[src/rtl/vga_text_renderer_if.sv]
// Memory-side bus of the text renderer: text VRAM and font ROM read ports.
//   vram_addr  : VRAM word address (4 characters per word)
//   vram_rdata : VRAM read data, valid 1 clk after vram_addr
//   font_addr  : {char_code[6:0], glyph_row[3:0]}
//   font_data  : glyph row, valid 1 clk after font_addr, bit7 = leftmost pixel
interface vga_text_renderer_if;
  logic [9:0]  vram_addr;
  logic [31:0] vram_rdata;
  logic [10:0] font_addr;
  logic [7:0]  font_data;

  // Renderer side drives addresses, receives read data.
  modport master (
    output vram_addr,
    output font_addr,
    input  vram_rdata,
    input  font_data
  );

  // Memory side answers the renderer.
  modport slave (
    input  vram_addr,
    input  font_addr,
    output vram_rdata,
    output font_data
  );
endinterface

[src/rtl/vga_text_renderer.sv]
// Text-mode pixel pipeline: pixel coordinate -> character cell -> VRAM char
// -> font glyph row -> 4-bit RGB, with inverse video and blinking cursor.
// Ports:
//   clk, reset          : clock, synchronous active-high reset
//   pix_en              : pixel strobe, pipeline advances only when high
//   draw_x, draw_y      : current pixel coordinate
//   hs_in, vs_in        : active-low syncs from the sync generator
//   blank_in            : 1 = visible region
//   mem                 : VRAM / font ROM read bus (master side)
//   fg_color, bg_color  : {R,G,B} colours
//   cursor_en, cursor_idx : cursor enable and cell index (row*COLS+col)
//   vga_red/green/blue  : pixel colour, 3 strobes after the coordinate
//   vga_hs, vga_vs      : syncs delayed to match the colour
module vga_text_renderer #(
  parameter int unsigned COLS         = 80,
  parameter int unsigned ROWS         = 30,
  parameter int unsigned BLINK_FRAMES = 30
) (
  input  logic                     clk,
  input  logic                     reset,
  input  logic                     pix_en,
  input  logic [9:0]               draw_x,
  input  logic [9:0]               draw_y,
  input  logic                     hs_in,
  input  logic                     vs_in,
  input  logic                     blank_in,
  vga_text_renderer_if.master      mem,
  input  logic [11:0]              fg_color,
  input  logic [11:0]              bg_color,
  input  logic                     cursor_en,
  input  logic [11:0]              cursor_idx,
  output logic [3:0]               vga_red,
  output logic [3:0]               vga_green,
  output logic [3:0]               vga_blue,
  output logic                     vga_hs,
  output logic                     vga_vs
);

  localparam int unsigned H_PIX = COLS * 8;
  localparam int unsigned V_PIX = ROWS * 16;
  localparam int unsigned BW    = (BLINK_FRAMES > 1) ? $clog2(BLINK_FRAMES) : 1;

  // Stage S0: cell position and sync/blank capture
  logic [11:0]   s0_idx_q,   s0_idx_d;
  logic [2:0]    s0_gx_q,    s0_gx_d;
  logic [3:0]    s0_gy_q,    s0_gy_d;
  logic          s0_inr_q,   s0_inr_d;
  logic          s0_blank_q, s0_blank_d;
  logic          s0_hs_q,    s0_hs_d;
  logic          s0_vs_q,    s0_vs_d;
  logic [9:0]    vram_addr_q, vram_addr_d;

  // Stage S1: character byte decoded, font lookup issued
  logic [11:0]   s1_idx_q,   s1_idx_d;
  logic [2:0]    s1_gx_q,    s1_gx_d;
  logic [3:0]    s1_gy_q,    s1_gy_d;
  logic          s1_inr_q,   s1_inr_d;
  logic          s1_blank_q, s1_blank_d;
  logic          s1_hs_q,    s1_hs_d;
  logic          s1_vs_q,    s1_vs_d;
  logic          s1_inv_q,   s1_inv_d;
  logic [10:0]   font_addr_q, font_addr_d;

  // Output register
  logic [11:0]   rgb_q,      rgb_d;
  logic          hs_out_q,   hs_out_d;
  logic          vs_out_q,   vs_out_d;

  // Cursor blink
  logic          vs_prev_q,     vs_prev_d;
  logic [BW-1:0] blink_cnt_q,   blink_cnt_d;
  logic          blink_phase_q, blink_phase_d;

  logic [11:0]   idx_c;
  logic          in_range_c;
  logic [7:0]    char_byte_c;
  logic          cursor_hit_c;
  logic          pix_bit_c;

  // Next-state logic for every register; all pipeline state holds without pix_en
  always_comb begin
    s0_idx_d      = s0_idx_q;
    s0_gx_d       = s0_gx_q;
    s0_gy_d       = s0_gy_q;
    s0_inr_d      = s0_inr_q;
    s0_blank_d    = s0_blank_q;
    s0_hs_d       = s0_hs_q;
    s0_vs_d       = s0_vs_q;
    vram_addr_d   = vram_addr_q;
    s1_idx_d      = s1_idx_q;
    s1_gx_d       = s1_gx_q;
    s1_gy_d       = s1_gy_q;
    s1_inr_d      = s1_inr_q;
    s1_blank_d    = s1_blank_q;
    s1_hs_d       = s1_hs_q;
    s1_vs_d       = s1_vs_q;
    s1_inv_d      = s1_inv_q;
    font_addr_d   = font_addr_q;
    rgb_d         = rgb_q;
    hs_out_d      = hs_out_q;
    vs_out_d      = vs_out_q;
    vs_prev_d     = vs_in;
    blink_cnt_d   = blink_cnt_q;
    blink_phase_d = blink_phase_q;

    idx_c      = 12'(draw_y[8:4]) * 12'(COLS) + 12'(draw_x[9:3]);
    in_range_c = (draw_x < 10'(H_PIX)) && (draw_y < 10'(V_PIX));

    // Byte lane of the 4-character VRAM word selected by idx[1:0]
    case (s0_idx_q[1:0])
      2'd0:    char_byte_c = mem.vram_rdata[7:0];
      2'd1:    char_byte_c = mem.vram_rdata[15:8];
      2'd2:    char_byte_c = mem.vram_rdata[23:16];
      default: char_byte_c = mem.vram_rdata[31:24];
    endcase

    // S2 is combinational into the output register; 7-gx == ~gx for 3 bits
    cursor_hit_c = cursor_en && blink_phase_q && (s1_idx_q == cursor_idx) &&
                   (s1_gy_q >= 4'd14);
    pix_bit_c    = (mem.font_data[~s1_gx_q] | cursor_hit_c) ^ s1_inv_q;

    if (pix_en) begin
      s0_idx_d    = idx_c;
      s0_gx_d     = draw_x[2:0];
      s0_gy_d     = draw_y[3:0];
      s0_inr_d    = in_range_c;
      s0_blank_d  = blank_in;
      s0_hs_d     = hs_in;
      s0_vs_d     = vs_in;
      vram_addr_d = in_range_c ? idx_c[11:2] : 10'd0;

      s1_idx_d    = s0_idx_q;
      s1_gx_d     = s0_gx_q;
      s1_gy_d     = s0_gy_q;
      s1_inr_d    = s0_inr_q;
      s1_blank_d  = s0_blank_q;
      s1_hs_d     = s0_hs_q;
      s1_vs_d     = s0_vs_q;
      s1_inv_d    = char_byte_c[7];
      font_addr_d = {char_byte_c[6:0], s0_gy_q};

      // blank_in is 1 inside the visible region
      if (!s1_blank_q || !s1_inr_q) begin
        rgb_d = 12'd0;
      end else begin
        rgb_d = pix_bit_c ? fg_color : bg_color;
      end
      hs_out_d = s1_hs_q;
      vs_out_d = s1_vs_q;
    end

    // Frame counter runs every clk on vsync falling edges, independent of cursor_en
    if (vs_prev_q && !vs_in) begin
      if (blink_cnt_q == BW'(BLINK_FRAMES - 1)) begin
        blink_cnt_d   = '0;
        blink_phase_d = !blink_phase_q;
      end else begin
        blink_cnt_d = blink_cnt_q + BW'(1);
      end
    end
  end

  // State registers
  always_ff @(posedge clk) begin
    if (reset) begin
      s0_idx_q      <= '0;
      s0_gx_q       <= '0;
      s0_gy_q       <= '0;
      s0_inr_q      <= 1'b0;
      s0_blank_q    <= 1'b0;
      s0_hs_q       <= 1'b1;
      s0_vs_q       <= 1'b1;
      vram_addr_q   <= '0;
      s1_idx_q      <= '0;
      s1_gx_q       <= '0;
      s1_gy_q       <= '0;
      s1_inr_q      <= 1'b0;
      s1_blank_q    <= 1'b0;
      s1_hs_q       <= 1'b1;
      s1_vs_q       <= 1'b1;
      s1_inv_q      <= 1'b0;
      font_addr_q   <= '0;
      rgb_q         <= '0;
      hs_out_q      <= 1'b1;
      vs_out_q      <= 1'b1;
      vs_prev_q     <= 1'b1;
      blink_cnt_q   <= '0;
      blink_phase_q <= 1'b0;
    end else begin
      s0_idx_q      <= s0_idx_d;
      s0_gx_q       <= s0_gx_d;
      s0_gy_q       <= s0_gy_d;
      s0_inr_q      <= s0_inr_d;
      s0_blank_q    <= s0_blank_d;
      s0_hs_q       <= s0_hs_d;
      s0_vs_q       <= s0_vs_d;
      vram_addr_q   <= vram_addr_d;
      s1_idx_q      <= s1_idx_d;
      s1_gx_q       <= s1_gx_d;
      s1_gy_q       <= s1_gy_d;
      s1_inr_q      <= s1_inr_d;
      s1_blank_q    <= s1_blank_d;
      s1_hs_q       <= s1_hs_d;
      s1_vs_q       <= s1_vs_d;
      s1_inv_q      <= s1_inv_d;
      font_addr_q   <= font_addr_d;
      rgb_q         <= rgb_d;
      hs_out_q      <= hs_out_d;
      vs_out_q      <= vs_out_d;
      vs_prev_q     <= vs_prev_d;
      blink_cnt_q   <= blink_cnt_d;
      blink_phase_q <= blink_phase_d;
    end
  end

  assign mem.vram_addr = vram_addr_q;
  assign mem.font_addr = font_addr_q;
  assign vga_red       = rgb_q[11:8];
  assign vga_green     = rgb_q[7:4];
  assign vga_blue      = rgb_q[3:0];
  assign vga_hs        = hs_out_q;
  assign vga_vs        = vs_out_q;

endmodule

[src/flat_wrapper.sv]
// flat-port wrapper written by rule: the top's interface ports become plain ports
module vga_text_renderer_flat 
#(
  parameter int unsigned COLS         = 80,
  parameter int unsigned ROWS         = 30,
  parameter int unsigned BLINK_FRAMES = 30
)
  (clk, reset, pix_en, draw_x, draw_y, hs_in, vs_in, blank_in, fg_color, bg_color, cursor_en, cursor_idx, vga_red, vga_green, vga_blue, vga_hs, vga_vs, mem_vram_addr, mem_font_addr, mem_vram_rdata, mem_font_data);
  vga_text_renderer_if mem_i ();
  input  logic clk;
  input  logic reset;
  input  logic pix_en;
  input  logic [9:0] draw_x;
  input  logic [9:0] draw_y;
  input  logic hs_in;
  input  logic vs_in;
  input  logic blank_in;
  input  logic [11:0] fg_color;
  input  logic [11:0] bg_color;
  input  logic cursor_en;
  input  logic [11:0] cursor_idx;
  output logic [3:0] vga_red;
  output logic [3:0] vga_green;
  output logic [3:0] vga_blue;
  output logic vga_hs;
  output logic vga_vs;
  output wire logic [$bits(mem_i.vram_addr)-1:0] mem_vram_addr;
  output wire logic [$bits(mem_i.font_addr)-1:0] mem_font_addr;
  input wire logic [$bits(mem_i.vram_rdata)-1:0] mem_vram_rdata;
  input wire logic [$bits(mem_i.font_data)-1:0] mem_font_data;
  assign mem_vram_addr = mem_i.vram_addr;
  assign mem_font_addr = mem_i.font_addr;
  assign mem_i.vram_rdata = mem_vram_rdata;
  assign mem_i.font_data = mem_font_data;
  vga_text_renderer #(.COLS(COLS), .ROWS(ROWS), .BLINK_FRAMES(BLINK_FRAMES)) u_core (.clk(clk), .reset(reset), .pix_en(pix_en), .draw_x(draw_x), .draw_y(draw_y), .hs_in(hs_in), .vs_in(vs_in), .blank_in(blank_in), .mem(mem_i), .fg_color(fg_color), .bg_color(bg_color), .cursor_en(cursor_en), .cursor_idx(cursor_idx), .vga_red(vga_red), .vga_green(vga_green), .vga_blue(vga_blue), .vga_hs(vga_hs), .vga_vs(vga_vs));
endmodule
[config.mk]
export PLATFORM = sky130hd
export DESIGN_NAME = vga_text_renderer_flat
export DESIGN_NICKNAME = d
export VERILOG_FILES = /design/src/rtl/vga_text_renderer_if.sv /design/src/rtl/vga_text_renderer.sv /design/src/flat_wrapper.sv
export SDC_FILE = /design/constraint.sdc
export NUM_CORES = 1
export LEC_CHECK = 0
export CAP_MARGIN = 20
export CORE_MARGIN = 1
export CORE_UTILIZATION = 40
export DETAILED_ROUTE_END_ITERATION = 16
export PLACE_DENSITY = 0.72
export SLEW_MARGIN = 10
export SYNTH_ARGS = -nofsm -noshare
export SYNTH_HDL_FRONTEND = slang
export SYNTH_SLANG_ARGS = --single-unit
export TNS_END_PERCENT = 50
[constraint.sdc]
create_clock -name clk -period 6.3 [get_ports clk]
set_input_delay 1.575 -clock clk [delete_from_list [all_inputs] [get_ports clk]]
set_output_delay 1.575 -clock clk [all_outputs]
set_load 0.005 [all_outputs]
==> run metrics <==
power density cells 212 mW/mm2; worst-case clock buffer depth 2; Synthesized Nets 530; clk slew on worst S/H paths 0.08 ns; Rows 36; Initial DRC Count 74; most frequent cell after synthesis dfxtp_1; post-synth cell types 43; worst vdd ir 0.000132 V; endpoints failing setup 0; H-Tree Depth 3; WL per Instance 14.6 um; Residual DRC 0; Place WS 2.24 ns; Primary FF master, synth dfxtp_1; initial core utilization 41.5%; status complete, no violations; final hold viol count 0; required time worst endpoint 6.50 ns; P_leak 2.28 nW; Synth Area per Inst 9.84 um2; Max Cap Violations 0; Gates resized, CTS repair 0; dpl hpwl 7.17 mm; RePlAce Congestion 0.865; die footprint 0.0106 mm2; Via density 5.01; FMAX 269 MHz; First-pass DRT Iterations 4; DIE HEIGHT 103 um; fin crit share 58.9%; worst hold slack 0.467 ns; hold crit path type register to register; Area contributors post-synth dfxtp_1 42%, mux2i_1 11%, nor2_1 5.8%, mux4_2 4.4%, ha_1 3.4%; fin. max-slew vios 0; post-CTS setup buffer count 0; post-synthesis sequential area ratio 41.8%; Skew-Pair Late Insertion Delay 0.34 ns; setup TNS 0 ns; post-synth top area share 41.8%; WL final 9.85 mm; FF+latch count, synth 85; relative slew slack 27.8%; Die X 103 um; Post-Syn Area 0.00407 mm2; Detail Route Antenna Nets 0; Filler cells 884; CTS tree yes; routed via count 3,376; Clock Skew 0.00544 ns; cell taking the most area after synthesis dfxtp_1; IO Port Bufs 137; gr usage total 19.2%; Root Buffer clkbuf_8; largest net degree at the start of global routing 71; grt ovf 0; CTS sink count 85; layout net count 652; cts hold-fix bufs 0; synth cell count leaders 85 x dfxtp_1, 63 x nor2_1, 45 x mux2i_1; antenna violations before repair 0; ys async rst share 0%; Worst Setup Start Kind input pin; first-pass GRT wire length 15.8 mm; Mapped Cells 414; Area growth, synth to finish 40.2%; crit path kind input pin to register; core area 0.00982 mm2; fin crit period 3.71 ns; vias in the first global route 3,299; layout cells sized above 1 7.21%; crit path DAT 3.92 ns; RSZ-0062 raised after global routing false; Least-Margin Pin Slew 1.07 ns; Yosys warning count 0; Critical Path Sink Type register; Worst Path Max Fanout 4; # diodes 0; I/O pin total 138; Post-synth EDFFs 0; worst setup margin 2.59 ns; CTS buffer count 9
==> layer usage <==
metal | routed length, um | track usage (%) | part of all wire (%) | up-vias
li1 | - | - | - | 1703
met1 | 4560 | 24.9 | 46 | 1567
met2 | 4590 | 32.4 | 47 | 96
met3 | 593 | 3.93 | 6.0 | 10
met4 | 99 | 5.85 | 1.0 | 0
met5 | 0 | 0 | 0 | -
==> cell usage in the layout (no fill, tap or decap), types with 4 or more instances in the layout <==
cell type        instances
dfxtp_1                 85
xor2_1                  15
mux2i_1                 45
mux4_2                   8
xnor2_1                  8
ha_1                    11
clkdlybuf4s50_1        135
nor2_1                  63
nor2b_1                  5
nor4_1                   4
inv_1                    8
nand2_1                 34
nor3_1                   4
clkbuf_8                 9
and2_1                  16
o211ai_2                10
a21oi_1                 10
o2111ai_1               13
a211oi_1                 4
a211o_1                  6
nand3_1                  6
==> cell type report <==
| type | instances | area [um2] | share of cell area (%) |
|---|---|---|---|
| Clock inverter | 4 | 72.6 | 1.27 |
| Multi-Input combinational cell | 292 | 2220 | 38.9 |
| Sequential cell | 85 | 1700 | 29.8 |
| Tap cell | 133 | 166 | 2.91 |
| Inverter | 9 | 33.8 | 0.591 |
| Clock buffer | 12 | 135 | 2.37 |
| Timing Repair Buffer | 139 | 1380 | 24.1 |
==> state kept, by name (all words and copies together) (netlist names), 3 cells and up <==
name,flops
u_core.rgb_q,12
u_core.s0_idx_q,12
u_core.s1_idx_q,12
u_core.mem.font_addr,11
u_core.mem.vram_addr,10
u_core.blink_cnt_q,5
u_core.s0_gy_q,4
u_core.s0_gx_q,3
u_core.s1_gx_q,3
==> logic make-up (layout without fill, tap and decap cells) <==
family / count (synthesis) / after routing / synth area share (%)
XOR/XNOR: 24 / 24 / 5.53
flip-flops: 85 / 85 / 41.8
adder cells (fa/ha/maj): 13 / 13 / 4.36
AND/OR/NAND/NOR: 144 / 144 / 16.2
multiplexers: 56 / 56 / 17.1
buffers and inverters: 37 / 164 / 3.62
AO/OA/AOI/OAI: 55 / 55 / 11.4
==> per-stage QoR <==
step	utilization [%]	std cells	power, W	instance area, um2
6_report	58.2	674	0.00121	5710
5_1_grt	58.2	674	0.00127	5710
4_1_cts	58.2	674	0.00122	5710
3_5_place_dp	56.1	658	0.000816	5500
3_3_place_gp	56.1	658	0.000811	5500
2_1_floorplan	-	414	0.000711	4070
==> power breakdown <==
group,internal [W],total [W],switching (W)
combinational,0.000131,0.000221,0.0000901
clock,0.000223,0.000405,0.000181
sequential,0.000564,0.000583,0.0000188
==> critical path, stage by stage <==
cell and delay [ns]:
clkdlybuf4s50_1 0.47, ha_1 0.31, ha_1 0.17, inv_1 0.05
fa_1 0.39, xnor2_1 0.29, o2111ai_1 0.18, xor3_1 0.24
a22oi_1 0.16, nor2_1 0.06
==> path summary, 6_finish.rpt <==
kind / startpoint / end / slack (ns) / depth (start not counted)
max: draw_y[5] / u_core.mem.vram_addr[8] / 2.59 / 10
min: u_core.s1_hs_q / u_core.s1_hs_q / 0.47 / 1
max reg2reg: u_core.s1_idx_q[0] / u_core.rgb_q[1] / 3.94 / 5
min reg2reg: u_core.s1_hs_q / u_core.s1_hs_q / 0.47 / 1
Power figures use the tool's default switching activity.
